[config.mk]
export PLATFORM = sky130hd
export DESIGN_NAME = ysyx_22041211_ifu
export DESIGN_NICKNAME = d
export VERILOG_FILES = /design/src/rtl/ysyx_22041211_ifu.sv
export SDC_FILE = /design/constraint.sdc
export NUM_CORES = 1
export LEC_CHECK = 0
export ABC_AREA = 1
export CORE_MARGIN = 5
export CORE_UTILIZATION = 44
export CTS_CLUSTER_SIZE = 20
export DETAILED_ROUTE_END_ITERATION = 12
export PLACE_DENSITY = 0.78
export SLEW_MARGIN = 30
export SYNTH_ARGS = -nofsm -noshare
export SYNTH_HDL_FRONTEND = slang
export SYNTH_SLANG_ARGS = --single-unit
[constraint.sdc]
create_clock -name clk -period 1.72 [get_ports clk]
set_input_delay 0.344 -clock clk [delete_from_list [all_inputs] [get_ports clk]]
set_output_delay 0.344 -clock clk [all_outputs]
set_load 0.005 [all_outputs]
[src/rtl/ysyx_22041211_ifu.sv]
// ============================================================================
// ysyx_22041211_ifu : multi-cycle instruction fetch over an AXI4-Lite read port
// Rev 1.0 : initial release
// ============================================================================
`default_nettype none

module ysyx_22041211_ifu #(
  parameter int unsigned          ADDR_LEN = 32,
  parameter int unsigned          DATA_LEN = 32,
  parameter logic [ADDR_LEN-1:0]  RESET_PC = ADDR_LEN'(32'h8000_0000)
) (
  input  logic                clk,
  input  logic                rst,
  output logic [ADDR_LEN-1:0] araddr_o,
  output logic                arvalid_o,
  input  logic                arready_i,
  input  logic [DATA_LEN-1:0] rdata_i,
  input  logic [1:0]          rresp_i,
  input  logic                rvalid_i,
  output logic                rready_o,
  output logic [DATA_LEN-1:0] inst_o,
  output logic [ADDR_LEN-1:0] pc_o,
  output logic                inst_valid_o,
  input  logic                inst_ready_i,
  output logic                inst_err_o,
  input  logic                redirect_i,
  input  logic [ADDR_LEN-1:0] redirect_pc_i,
  input  logic                flush_i,
  input  logic [ADDR_LEN-1:0] flush_pc_i
);

  typedef enum logic [1:0] {
    REQ  = 2'd0,
    RESP = 2'd1,
    HOLD = 2'd2
  } state_t;

  state_t              state_q, state_d;
  logic [ADDR_LEN-1:0] pc_q, pc_d;
  logic [ADDR_LEN-1:0] araddr_q, araddr_d;
  logic                arvalid_q, arvalid_d;
  logic                rready_q, rready_d;
  logic                inst_valid_q, inst_valid_d;
  logic [DATA_LEN-1:0] inst_q, inst_d;
  logic                inst_err_q, inst_err_d;
  logic                drop_q, drop_d;

  // Shared "start a new fetch at enter_pc" path used by every transition into REQ.
  logic                enter_req;
  logic [ADDR_LEN-1:0] enter_pc;

  always_comb begin
    state_d      = state_q;
    pc_d         = pc_q;
    araddr_d     = araddr_q;
    arvalid_d    = arvalid_q;
    rready_d     = rready_q;
    inst_valid_d = inst_valid_q;
    inst_d       = inst_q;
    inst_err_d   = inst_err_q;
    drop_d       = drop_q;
    enter_req    = 1'b0;
    enter_pc     = pc_q;

    case (state_q)
      REQ: begin
        if (!arvalid_q) begin
          // No request on the bus yet: either start one or report misalignment.
          if (flush_i) begin
            enter_req = 1'b1;
            enter_pc  = flush_pc_i;
          end else if (pc_q[1:0] != 2'b00) begin
            state_d      = HOLD;
            inst_valid_d = 1'b1;
            inst_d       = '0;
            inst_err_d   = 1'b1;
          end else begin
            arvalid_d = 1'b1;
            araddr_d  = pc_q;
          end
        end else begin
          if (arready_i) begin
            arvalid_d = 1'b0;
            rready_d  = 1'b1;
            state_d   = RESP;
          end
          // The address phase cannot be withdrawn, so its response is marked for discard.
          if (flush_i) begin
            pc_d   = flush_pc_i;
            drop_d = 1'b1;
          end
        end
      end

      RESP: begin
        if (rvalid_i) begin
          if (flush_i) begin
            drop_d    = 1'b0;
            enter_req = 1'b1;
            enter_pc  = flush_pc_i;
          end else if (drop_q) begin
            drop_d    = 1'b0;
            enter_req = 1'b1;
            enter_pc  = pc_q;
          end else begin
            rready_d     = 1'b0;
            inst_d       = rdata_i;
            inst_err_d   = (rresp_i != 2'b00);
            inst_valid_d = 1'b1;
            state_d      = HOLD;
          end
        end else if (flush_i) begin
          pc_d   = flush_pc_i;
          drop_d = 1'b1;
        end
      end

      HOLD: begin
        if (flush_i) begin
          enter_req = 1'b1;
          enter_pc  = flush_pc_i;
        end else if (inst_ready_i) begin
          enter_req = 1'b1;
          enter_pc  = redirect_i ? redirect_pc_i : pc_q + ADDR_LEN'(4);
        end
      end

      default: begin
        enter_req = 1'b1;
        enter_pc  = pc_q;
      end
    endcase

    // Aligned targets go straight onto the bus; misaligned ones are caught in REQ.
    if (enter_req) begin
      state_d      = REQ;
      pc_d         = enter_pc;
      araddr_d     = enter_pc;
      arvalid_d    = (enter_pc[1:0] == 2'b00);
      rready_d     = 1'b0;
      inst_valid_d = 1'b0;
    end
  end

  always_ff @(posedge clk) begin
    if (!rst) begin
      state_q      <= REQ;
      pc_q         <= RESET_PC;
      araddr_q     <= RESET_PC;
      arvalid_q    <= 1'b0;
      rready_q     <= 1'b0;
      inst_valid_q <= 1'b0;
      inst_q       <= '0;
      inst_err_q   <= 1'b0;
      drop_q       <= 1'b0;
    end else begin
      state_q      <= state_d;
      pc_q         <= pc_d;
      araddr_q     <= araddr_d;
      arvalid_q    <= arvalid_d;
      rready_q     <= rready_d;
      inst_valid_q <= inst_valid_d;
      inst_q       <= inst_d;
      inst_err_q   <= inst_err_d;
      drop_q       <= drop_d;
    end
  end

  assign araddr_o     = araddr_q;
  assign arvalid_o    = arvalid_q;
  assign rready_o     = rready_q;
  assign inst_o       = inst_q;
  assign pc_o         = pc_q;
  assign inst_valid_o = inst_valid_q;
  assign inst_err_o   = inst_err_q;

endmodule

`default_nettype wire
==> Word-level counts from Yosys, hierarchy flattened <==
Cells that the tools add are included.
{ "totals": {"word_cells": 109, "inputBits": 105, "regBits": 103, "out_inout_bits": 100} }
{ "classes": {"bitwise_logic": 1, "muxes": 66, "reduce_logical": 14, "eq_ne": 18, "n_addsub": 1} }
{ "op_table": {"columns": ["operator", "count"], "rows": [
  ["$mux W32", 20],
  ["$pmux W32 S2", 2],
  ["$pmux W32 S3", 1],
  ["$add A32 B3 Y32 const B", 1],
  ["$mux W1", 30],
  ["$ne A2 B2 Y1 const B", 9],
  ["$ne A3 B3 Y1 const B", 5],
  ["$mux W2", 7],
  ["$reduce_and A7 Y1", 2],
  ["$pmux W1 S2", 4],
  ["$reduce_bool A2 Y1", 4],
  ["$reduce_and A6 Y1", 1],
  ["$logic_not A2 Y1", 2],
  ["$ne A2 B1 Y1 const B", 2],
  ["$pmux W2 S2", 1],
  ["$reduce_and A4 Y1", 1],
  ["$pmux W1 S3", 1],
  ["$reduce_and A3 Y1", 1],
  ["$reduce_bool A3 Y1", 1],
  ["$eq A2 B1 Y1 const B", 1],
  ["$eq A2 B2 Y1 const B", 1],
  ["$reduce_and A2 Y1", 1],
  ["$reduce_or A2 Y1", 1],
  ["$not A1 Y1", 1]
]} }

==> Depth between registers and ports, before layout <==
{ "depth": {"word_depth": 7, "ltp_mapped": 15, "ltp_nobuf": 14} }

==> Worst setup path before layout <==
OpenSTA, ideal clock, no wires.
{ "synth_path": {"path_type": "register -> register", "from": "reg pc_q[3] (netlist: pc_o[3])", "to": "reg pc_q[14] (netlist: pc_o[14])", "path_stages_with_launch": 14, "n_path_buf": 0, "t_arrival_ns": 1.694, "setup_ns": 0.139, "path_slack_ns": -0.113, "required_ns": 1.581, "path_cell_list": "dfxtp_1 -> ha_1 -> nand2_1 -> nor2_1 -> nand2_1 -> nor2_2 -> xor2_1 -> nand2_1 -> nand2_1 -> nand2_1 -> nand2_1 -> nand2_1 -> nand2_1 -> a21oi_2"} }
{ "synth_between": {"elab_chain_cells": 6} }
{ "synth_rtl": {"columns": ["item", "line", "text"], "rows": [
  ["from (decl)", "39", "logic [ADDR_LEN-1:0] pc_q, pc_d;"],
  ["from (signal assigned)", "158", "pc_q <= pc_d;"],
  ["$add A32 B3 Y32", "124", "enter_pc = redirect_i ? redirect_pc_i : pc_q + ADDR_LEN'(4);"],
  ["$mux W32", "124", null],
  ["$mux W32", "122", "end else if (inst_ready_i) begin"],
  ["$mux W32", "119", "if (flush_i) begin"],
  ["$pmux W32 S3", "65", "case (state_q)"],
  ["$mux W32", "135", "if (enter_req) begin"]
]} }
Every way passes these cells.
A chain may end at the register's enable or synchronous reset.

==> Worst setup path in the final report <==
{ "layout_path": {"from": "reg pc_q[3] (netlist: pc_o[3])", "to": "reg araddr_q[15] (netlist: araddr_o[15])"} }
{ "layout_between": {"elab_chain_cells": 6} }
{ "layout_rtl": {"columns": ["item", "line", "text"], "rows": [
  ["$add A32 B3 Y32", "124", null],
  ["$mux W32", "124", null],
  ["$mux W32", "122", null],
  ["$mux W32", "119", null],
  ["$pmux W32 S3", "65", null],
  ["$mux W32", "135", null],
  ["to (signal assigned)", "159", "araddr_q <= araddr_d;"],
  ["to (decl)", "40", "logic [ADDR_LEN-1:0] araddr_q, araddr_d;"]
]} }
Every way passes these cells.

==> flow_summary_export.csv <==
group,metric,value,unit
yosys,asyncSetResetFlopFracSynth,0,%
layout,instances_no_fill,1602,
routing,drtPass1Iterations,6,
yosys,synth-edff-count,0,
pwr,p_per_area,1540,nW/um^2
timing,final.setup.worst_slack,-0.0454,ns
yosys,ys_ff_latch,103,
layout,regArea,2140,um^2
floorplan,core-area,15700,um^2
floorplan,start_util,44.2,%
clocking,insertion_delay,0.37,ns
layout,final_core_util,70.5,%
clocking,hold_buffers,0,
routing,route.detailed.drc,0,
yosys,syn_area,6950,um^2
critical_path,cp.arrival,2.03,ns
routing,routedWlPerCell,18.1,um
floorplan,die_w,136,um
timing,layout_min_cycle_time,1.77,ns
timing,drv_slew,0,
timing,relSlewSlack,77.0,%
layout,multiInputGateArea,4510,um^2
critical_path,worstSetupStartpointType,"register",
timing,finalHoldViolations,0,
floorplan,rows,46,
pwr,power_leakage,4.56,nW
global_routing,overflow,0,
timing,worstMarginPinSlew,0.345,ns
placement,placed_cells,1574,
layout,final_common_cell,"nand2_1",
clocking,htree_levels,3,
critical_path,critPathKind,"register to register",
pwr,p_total,17.0,mW
floorplan,ios,205,
critical_path,r2r-end,"araddr_o[15]$_SDFFE_PN0P_",
critical_path,critPathMaxFanout,4,
routing,avgViaCountPerCell,5.81,
yosys,syn-instance-count,1075,
yosys,syn_nets,1181,
placement,dp_hpwl,20400,um
yosys,syn_area_per_cell,6.46,um^2
clocking,cts_tree,"built",
worst_hold_path,min_to,"inst_o[15]$_SDFFE_PN0P_",
clocking,path_clk_slew,0.08,ns
global_routing,grt_max_degree,45,
layout,final_cell_mix,"nand2_1, clkdlybuf4s50_1, buf_4, a21oi_1, dfxtp_1",
critical_path,crit_path_start,"pc_o[3]$_SDFFE_PN0P_",
worst_hold_path,hold_path_depth,2,
yosys,yosys_warnings,0,
critical_path,reg2regPathDepth,13,
layout,final_area,11100,um^2
layout,diodes,0,
routing,vias,9308,
critical_path,crit_required,1.98,ns
clocking,clk_path_buf_depth,2,
timing,setup_tns,-0.143,ns
global_routing,track_usage,29.4,%
worst_hold_path,hp-start,"inst_o[15]$_SDFFE_PN0P_",
layout,drive_gt1_share,27.8,%
yosys,synth.distinct_cells,42,
critical_path,timing.rr.start,"pc_o[3]$_SDFFE_PN0P_",
worst_hold_path,min_path_type,"register to register",
timing,rsz0062_at_grt,"true",
routing,dr.first_iter.drc_count,1160,
critical_path,r2r_slack,-0.05,ns
routing,ant_nets,0,
layout,fillCellCount,1230,
global_routing,grt_pass1_wl,43500,um
pwr,vdd_drop_max,1.22,mV
timing,fin_crit_sh,103,%
floorplan,fp.dieArea,18400,um^2
placement,portBuffers,204,
run,cap_violations,0,
layout,areaGrowthSynthToFinish,59.4,%
timing,finalSetupViolations,5,
yosys,seq_area_frac_synth,29.7,%
global_routing,antenna_found_initial,0,
yosys,synth_flop_cell,"dfxtp_1",
placement,place_area,10200,um^2
timing,max_freq,566,MHz
layout,fin_nets,1487,
run_status,violations,"setup timing",
routing,routed_wl,29000,um
clocking,numCtsBuffers,9,
timing,finClkSkew,0.0140,ns
clocking,root_buffer,"clkbuf_16",
global_routing,grt_pass1_vias,8672,
floorplan,die_h,136,um
critical_path,cp-end-kind,"register",
placement,gp_congestion,0.998,
clocking,cts_sinks,103,
run_status,outcome,"finished with violations",
## sequential cells by signal, indices dropped and copies added (netlist names)
register and count:
pc_o 32, drop_q 1, inst_valid_o 1, state_q 2, inst_o 32, rready_o 1
inst_err_o 1, arvalid_o 1, araddr_o 32
## power by group
group | switching, mW | internal, mW | leakage [nW]
sequential | 0.625 | 3.22 | 0.859
combinational | 6.02 | 4.99 | 3.55
clock | 1.13 | 1.05 | 0.152
total | 7.78 | 9.26 | 4.56
## through the flow
step | setup WS (ns) | hold slack (ns)
finish | -0.0454 | 0.466
global route | -0.133 | 0.484
CTS | -0.0000657 | 0.467
detailed placement | -0.465 | 0.454
global placement | -0.412 | 0.451
floorplan | 0.0178 | 0.444
## routing by layer
metal  part of all wire, %  GRT usage, %  routed length, um  vias up
met2                    47          49.4              13700      618
met1                    38          36.6              11200     4274
met4                   4.5          12.4               1300        0
met3                   9.8          6.24               2840      144
met5                     0             0                  0        -
li1                      -             -                  -     4272
## area by class of cell
| cell class | count | share of cell area [%] |
|---|---|---|
| clock buffer | 9 | 2.03 |
| clock inverter | 7 | 0.757 |
| inverter | 89 | 3.10 |
| multi-input combinational | 814 | 40.7 |
| sequential | 103 | 19.3 |
| tap | 216 | 2.44 |
| timing repair buffer | 364 | 31.6 |
## critical path, stage by stage, from the launching register on
cell and delay [ns]:
dfxtp_2 0.36, buf_4 0.15, nand2_1 0.07, nor2_2 0.13, nand2_2 0.10, nor2_4 0.21
xor2_1 0.21, nand2_1 0.08, nand2_1 0.06, nand2_1 0.05, nand2_1 0.05, nand2_1 0.06
nand2_2 0.08, a21oi_1 0.07
## repair_timing
item                       4_1_cts  5_1_grt
setup endpoints to repair      118       72
gates resized for setup         81      115
setup buffers                    7        4
pin swaps                        2       20
gates cloned                     0        1
## Yosys cell counts (22+ instances only)
cell type    n  area [um^2]
dfxtp_1    103         2060
clkbuf_1    24         90.1
a21oi_2     24          210
nor2_1      90          338
nand2_2     29          181
inv_1       69          259
buf_2       22          110
nand3_1     74          370
o21ai_1     47          235
a21oi_1    113          566
a311oi_1    22          193
a221oi_1    26          228
o21ai_0     54          270
nand2_1    266          998
## how the worst max path moves through the flow
stage          slack [ns]                         to
2_1_floorplan        0.02      pc_o[14]$_SDFFE_PN0P_
4_1_cts          -0.00007      pc_o[22]$_SDFFE_PN0P_
3_3_place_gp        -0.41  araddr_o[21]$_SDFFE_PN0P_
6_report            -0.05  araddr_o[15]$_SDFFE_PN0P_
5_1_grt             -0.13      pc_o[22]$_SDFFE_PN0P_
3_5_place_dp        -0.47  araddr_o[28]$_SDFFE_PN0P_
## logic make-up (layout without fill, tap and decap cells)
logic type | Yosys count | after routing | share of synthesized area (%)
buffers and inverters | 158 | 469 | 10.8
xor gates and xnor gates | 4 | 4 | 0.504
and+or+nand+nor | 495 | 495 | 30.9
DFF | 103 | 103 | 29.7
AOI/OAI and AO/OA | 314 | 314 | 27.9
adders and majority gates | 1 | 1 | 0.180
No activity file was read; power rests on OpenSTA's default activity.
